===== config.mk =====
export PLATFORM = sky130hd
export DESIGN_NAME = a_reg_wr_arb
export DESIGN_NICKNAME = d
export VERILOG_FILES = /design/src/rtl/a_reg_wr_arb_pkg.sv /design/src/rtl/a_reg_wr_arb_lat_reg.sv /design/src/rtl/a_reg_wr_arb_rr_arb.sv /design/src/rtl/a_reg_wr_arb.sv
export SDC_FILE = /design/constraint.sdc
export NUM_CORES = 1
export LEC_CHECK = 0
export BUFFER_PORTS_ARGS = -buffer_cell sky130_fd_sc_hd__buf_2
export CAP_MARGIN = 20
export CORE_MARGIN = 1
export CORE_UTILIZATION = 51
export CTS_CLUSTER_SIZE = 14
export DETAILED_ROUTE_END_ITERATION = 10
export HOLD_SLACK_MARGIN = 0.02
export PLACE_DENSITY = 0.76
export SLEW_MARGIN = 30
export SYNTH_ARGS = -nofsm -noshare
export SYNTH_HDL_FRONTEND = slang
export SYNTH_SLANG_ARGS = --single-unit

===== constraint.sdc =====
create_clock -name clk -period 3.3 [get_ports clk]
set_input_delay 0.495 -clock clk [delete_from_list [all_inputs] [get_ports clk]]
set_output_delay 0.495 -clock clk [all_outputs]
set_load 0.05 [all_outputs]

===== src/rtl/a_reg_wr_arb_pkg.sv =====
// Shared constants and helpers for register-bank users and the write arbiter.
package a_reg_wr_arb_pkg;

   localparam int unsigned A_REG_SIZE = 8;
   localparam int unsigned A_REG_NREG = 8;

   // Ceiling log2, minimum 0; used for address and pointer widths.
   function automatic int unsigned clog2(input int unsigned n);
      int unsigned r;
      r = 0;
      for (int unsigned i = 0; i < 32; i++) begin
         if ((32'd1 << i) < n) r = i + 1;
      end
      return r;
   endfunction

endpackage


===== src/rtl/a_reg_wr_arb_lat_reg.sv =====
// Single enabled register of the configuration bank.
module a_lat_reg #(
   parameter int unsigned      SIZE    = 8,
   parameter logic [SIZE-1:0]  RST_VAL = '0
) (
   input  logic            clk,
   input  logic            rst_n,
   input  logic            ena_i,
   input  logic [SIZE-1:0] d_i,
   output logic [SIZE-1:0] q_o
);

   logic [SIZE-1:0] q_q;

   // Load on enable, hold otherwise.
   always_ff @(posedge clk or negedge rst_n) begin
      if (!rst_n)     q_q <= RST_VAL;
      else if (ena_i) q_q <= d_i;
   end

   assign q_o = q_q;

endmodule


===== src/rtl/a_reg_wr_arb_rr_arb.sv =====
// Round-robin picker: first eligible requester at or after ptr_i, wrapping.
module a_rr_arb
   import a_reg_wr_arb_pkg::*;
#(
   parameter  int unsigned NREQ = 4,
   localparam int unsigned PW   = clog2(NREQ)
) (
   input  logic [NREQ-1:0] elig_i,
   input  logic [PW-1:0]   ptr_i,
   output logic [NREQ-1:0] win_o,
   output logic            valid_o
);

   // Scan from the pointer upward; the first eligible bit wins.
   always_comb begin : pick
      int unsigned idx;
      idx     = 0;
      win_o   = '0;
      valid_o = 1'b0;
      for (int unsigned k = 0; k < NREQ; k++) begin
         idx = (32'(ptr_i) + k) % NREQ;
         if (!valid_o && elig_i[idx]) begin
            win_o[idx] = 1'b1;
            valid_o    = 1'b1;
         end
      end
   end

endmodule


===== src/rtl/a_reg_wr_arb.sv =====
// Shared write controller: round-robin arbitration, one registered write per
// cycle into an NREG x SIZE bank, combinational read port.
module a_reg_wr_arb
   import a_reg_wr_arb_pkg::*;
#(
   parameter  int unsigned     NREQ    = 4,
   parameter  int unsigned     NREG    = A_REG_NREG,
   parameter  int unsigned     SIZE    = A_REG_SIZE,
   parameter  logic [SIZE-1:0] RST_VAL = '0,
   localparam int unsigned     AW      = clog2(NREG)
) (
   input  logic                 clk,
   input  logic                 rst_n,
   input  logic [NREQ-1:0]      req,
   input  logic [NREQ*AW-1:0]   waddr,
   input  logic [NREQ*SIZE-1:0] wdat,
   input  logic [NREG-1:0]      lock,
   output logic [NREQ-1:0]      gnt,
   output logic                 err,
   input  logic [AW-1:0]        raddr,
   output logic [SIZE-1:0]      rdat
);

   localparam int unsigned PW = clog2(NREQ);

   logic [PW-1:0]   ptr_q, ptr_d;
   logic [NREQ-1:0] gnt_q, gnt_d;
   logic            err_q, err_d;
   logic [AW-1:0]   wr_addr_q, wr_addr_d;
   logic [SIZE-1:0] wr_dat_q, wr_dat_d;
   logic            wr_ok_q, wr_ok_d;
   logic [NREQ-1:0] elig, win;
   logic            win_vld;
   logic            wen;
   logic [NREG-1:0] ena;
   logic [SIZE-1:0] bank [NREG];

   // A requester in its grant cycle is masked so a held req is not re-granted.
   assign elig = req & ~gnt_q;

   a_rr_arb #(.NREQ(NREQ)) u_arb (
      .elig_i  (elig),
      .ptr_i   (ptr_q),
      .win_o   (win),
      .valid_o (win_vld)
   );

   // Capture winner's address/data and decide write-vs-drop at the decision edge.
   always_comb begin : decide
      logic [AW-1:0] a;
      a         = '0;
      gnt_d     = win;
      ptr_d     = ptr_q;
      err_d     = 1'b0;
      wr_addr_d = wr_addr_q;
      wr_dat_d  = wr_dat_q;
      wr_ok_d   = 1'b0;
      for (int unsigned i = 0; i < NREQ; i++) begin
         if (win[i]) begin
            a         = waddr[i*AW +: AW];
            wr_addr_d = a;
            wr_dat_d  = wdat[i*SIZE +: SIZE];
            ptr_d     = (i == NREQ - 1) ? '0 : PW'(i + 1);
         end
      end
      if (win_vld) begin
         // Out-of-range addresses never match, leaving wr_ok_d low.
         for (int unsigned j = 0; j < NREG; j++) begin
            if (a == AW'(j)) wr_ok_d = ~lock[j];
         end
         err_d = ~wr_ok_d;
      end
   end

   // Arbitration state, grant/err pulses and the pending write.
   always_ff @(posedge clk or negedge rst_n) begin
      if (!rst_n) begin
         ptr_q     <= '0;
         gnt_q     <= '0;
         err_q     <= 1'b0;
         wr_addr_q <= '0;
         wr_dat_q  <= '0;
         wr_ok_q   <= 1'b0;
      end else begin
         ptr_q     <= ptr_d;
         gnt_q     <= gnt_d;
         err_q     <= err_d;
         wr_addr_q <= wr_addr_d;
         wr_dat_q  <= wr_dat_d;
         wr_ok_q   <= wr_ok_d;
      end
   end

   assign wen = (|gnt_q) & wr_ok_q;

   for (genvar g = 0; g < NREG; g++) begin : g_reg
      assign ena[g] = wen & (wr_addr_q == AW'(g));
      a_lat_reg #(.SIZE(SIZE), .RST_VAL(RST_VAL)) u_reg (
         .clk   (clk),
         .rst_n (rst_n),
         .ena_i (ena[g]),
         .d_i   (wr_dat_q),
         .q_o   (bank[g])
      );
   end

   // Read mux; unpopulated addresses return the reset value.
   always_comb begin
      rdat = RST_VAL;
      for (int unsigned i = 0; i < NREG; i++) begin
         if (raddr == AW'(i)) rdat = bank[i];
      end
   end

   assign gnt = gnt_q;
   assign err = err_q;

endmodule


==> summary.txt <==
Status
  – Status: complete, no violations

Synthesis
  – Main area contributors after synthesis: sky130_fd_sc_hd__dfrtp_1 (46%), sky130_fd_sc_hd__mux2_2 (16%), sky130_fd_sc_hd__nand2_1 (3.8%), sky130_fd_sc_hd__mux2i_1 (3.3%), sky130_fd_sc_hd__mux4_2 (3.0%)
  – Cell type with the largest total area after synthesis: sky130_fd_sc_hd__dfrtp_1
  – Number of enable-type register cells in the synthesized netlist: 0
  – Share of synthesized registers carrying an async set or reset: 100%
  – Post-synthesis sequential area ratio: 45.8%
  – #FFs+latches synth: 83
  – Synthesized netlist cell count: 422
  – Synth Cell Area: 4540 um2
  – Top cell type's share of synthesized area: 45.8%
  – Primary FF master, synth: sky130_fd_sc_hd__dfrtp_1
  – Syn_nets: 490
  – Synth cell types: 49
  – Mean instance size in the synthesized netlist: 10.8 um2
  – Yosys warning total: 0

Critical path
  – Worst reg2reg endpoint: wr_ok_q
  – Slack of the worst reg-to-reg path: 0.18 ns
  – Maximum fanout encountered on the critical timing path: 7
  – Register-to-Register Path Depth: 11
  – Crit path kind: reg2reg
  – Capture point of the critical path: wr_ok_q
  – Crit path launch type: flip-flop
  – Element type at the critical path end: flip-flop
  – Required time of the critical path: 3.54 ns
  – Arrival time worst endpoint: 3.36 ns
  – Source of the critical timing path: ptr_q[0]
  – Launching point of the worst reg2reg path: ptr_q[0]

GRT
  – Pin count of the biggest net entering global routing: 84
  – First-pass GRT wire length: 17400 um
  – Met1 capacity usage during global routing: 34.4%
  – Met2 usage: 41.3%
  – Layer carrying the most global-route usage: met2
  – Vias in the first global route: 3503
  – Overall routing resource usage: 25.2%
  – Grt met3 use: 5.85%
  – Antenna violations before repair: 0
  – Total global routing overflow: 0

Timing
  – Max-slew violation total from the final report: 0
  – Final critical-path setup slack: 0.184 ns
  – Final setup violation count: 0
  – Total count of hold-check failures in the final report: 0
  – Final min period: 3.12 ns
  – Worst slew margin relative to its limit: 49.2%
  – Slew at the pin with the worst max-slew slack: 0.759 ns
  – Share of the clock period used by the worst path after layout: 94.4%
  – Max frequency: 321 MHz
  – Sum Neg Setup Slack: 0 ns
  – Worst Clk Skew: 0.00530 ns
  – Setup repair after global routing missed its margin: no

Flow run
  – Number of max-cap violations: 0

Clocking
  – CTS H-tree lvls: 3
  – Clock buffer depth: 2
  – Later-pin clock latency in the skew report: 0.35 ns
  – Total clock sinks: 83
  – Hold buffer count at cts: 0
  – Clock tree from TritonCTS: yes
  – CTS Buf Count: 9
  – CTS root buffer: sky130_fd_sc_hd__clkbuf_8
  – Clock transition at the registers of the reported paths: 0.08 ns

Detailed routing
  – Wire length per cell: 17.2 um
  – Drt pass-1 iters: 4
  – Vias after detailed routing: 3640
  – Number of antenna-violating nets in the routed design: 0
  – Initial detailed-routing violation count: 184
  – Number of remaining DRC errors: 0
  – Vias per Instance: 5.91
  – Sum of routed wire length over all layers: 10600 um

Power
  – Standby leakage power: 0.00249 uW
  – Total power density per cell area: 1090 nW/um2
  – Maximum vdd drop: 0.000823 V

Layout
  – Share of layout cells above drive strength 1: 36.2%
  – Antenna diode count: 0
  – Fin nets: 572
  – Most common cell after layout, fill and taps aside: sky130_fd_sc_hd__dfrtp_1
  – Layout area overhead: 16.3%
  – Commonest cells after routing, fill and taps aside: sky130_fd_sc_hd__dfrtp_1 (83), sky130_fd_sc_hd__buf_2 (72), sky130_fd_sc_hd__mux2_2 (64)

Placed design
  – Post-DP HPWL: 7710 um
  – Worst setup slack before clock tree synthesis: 0.119 ns
  – GP Congestion: 0.900
  – I/O Buffers: 73

Min path
  – Worst hold-check path type: in2async

Floorplan
  – Starting density of the core: 52.3%
  – Ports placed on the boundary: 74
  – Core Footprint: 8680 um2
  – Number of rows created at floorplan: 34
  – Vertical extent of the die: 96.3 um
  – Die Width: 96.3 um
  – DIE AREA: 9280 um2
==> stage by stage <==
step / util, % / power (uW) / hold slack, ns / cell area, um2 / std cells
floorplan: - / 4220 / 0.199 / 4540 / 422
global placement: 58.6 / 4870 / 0.481 / 5080 / 600
detailed placement: 58.6 / 5040 / 0.487 / 5090 / 600
CTS: 60.6 / 5720 / 0.203 / 5260 / 615
global route: 60.8 / 6220 / 0.233 / 5280 / 616
finish: 60.8 / 5750 / 0.178 / 5280 / 616
==> routing by layer <==
| metal | vias up | share of wire [%] |
|---|---|---|
| li1 | 1714 | - |
| met1 | 1776 | 45 |
| met2 | 140 | 48 |
| met3 | 10 | 6.1 |
| met4 | 0 | 1.0 |
| met5 | - | 0 |
==> flip-flops by register name (all words and copies together), names as in the netlist <==
register and cells:
g.u_reg.q_o 64, wr_addr_q 3, wr_dat_q 8, err 1, ptr_q 2, wr_ok_q 1, gnt 4
==> cells by family (layout without fill, tap and decap cells) <==
family	after synthesis	after routing	synth area share, %
and+or+nand+nor	115	115	12.1
AOI/OAI and AO/OA	101	101	15.4
DFF	83	83	45.8
muxes	85	85	22.2
buffers and inverters	31	117	2.65
adders and majority gates	7	7	1.93
==> worst max-delay path: stages (launching register included) <==
cell                        delay, ns
sky130_fd_sc_hd__dfrtp_1         0.39
sky130_fd_sc_hd__inv_2           0.07
sky130_fd_sc_hd__buf_4           0.15
sky130_fd_sc_hd__mux4_2          0.59
sky130_fd_sc_hd__a22o_1          0.32
sky130_fd_sc_hd__nor3_4          0.26
sky130_fd_sc_hd__inv_2           0.11
sky130_fd_sc_hd__a211o_1         0.34
sky130_fd_sc_hd__o21a_4          0.23
sky130_fd_sc_hd__o2111ai_1       0.21
sky130_fd_sc_hd__nand4_1         0.17
sky130_fd_sc_hd__and2_1          0.17
==> cell usage after synthesis, types with 4 or more instances <==
cell,count
sky130_fd_sc_hd__dfrtp_1,83
sky130_fd_sc_hd__mux2_2,64
sky130_fd_sc_hd__nand2_1,46
sky130_fd_sc_hd__nor2_1,31
sky130_fd_sc_hd__o21ai_0,19
sky130_fd_sc_hd__a21oi_1,18
sky130_fd_sc_hd__mux2i_1,15
sky130_fd_sc_hd__clkbuf_1,13
sky130_fd_sc_hd__inv_1,11
sky130_fd_sc_hd__a211oi_1,8
sky130_fd_sc_hd__a22o_1,7
sky130_fd_sc_hd__ha_1,7
sky130_fd_sc_hd__o211ai_1,7
sky130_fd_sc_hd__o21ai_1,7
sky130_fd_sc_hd__and3_1,6
sky130_fd_sc_hd__mux4_2,6
sky130_fd_sc_hd__nand2b_1,6
sky130_fd_sc_hd__a211o_1,5
sky130_fd_sc_hd__nor2b_1,5
sky130_fd_sc_hd__o221ai_1,5
sky130_fd_sc_hd__a22oi_1,4
sky130_fd_sc_hd__o2111ai_1,4
==> worst min path at each step <==
| stage | cells past startpoint | startpoint | end | slack, ns |
|---|---|---|---|---|
| after floorplan | 0 | rst_n | err | 0.20 |
| after global placement | 1 | g_reg[4].u_reg.q_o[1] | g_reg[4].u_reg.q_o[1] | 0.48 |
| after detailed placement | 1 | g_reg[6].u_reg.q_o[6] | g_reg[6].u_reg.q_o[6] | 0.49 |
| after CTS | 1 | rst_n | g_reg[6].u_reg.q_o[3] | 0.20 |
| after global routing | 1 | rst_n | g_reg[6].u_reg.q_o[3] | 0.23 |
| final | 1 | rst_n | g_reg[7].u_reg.q_o[3] | 0.18 |
==> layout make-up <==
class | count | area, um2
multi-input combinational | 308 | 2350
timing repair buffer | 89 | 492
clock buffer | 12 | 135
inverter | 13 | 48.8
fill | 757 | 3400
sequential | 83 | 2080
tap | 108 | 135
clock inverter | 3 | 40.0
==> repair_timing <==
item | in CTS | in global routing
setup endpoints to repair | 0 | 2
resized for setup | 0 | 2
setup buffers | 0 | 1
==> power breakdown <==
part,internal (uW),leakage [uW],switching (uW)
Sequential,1520,0.00104,359
Clock,344,0.0000902,330
Combinational,1430,0.00136,1780
(Power assumes the default switching activity.)
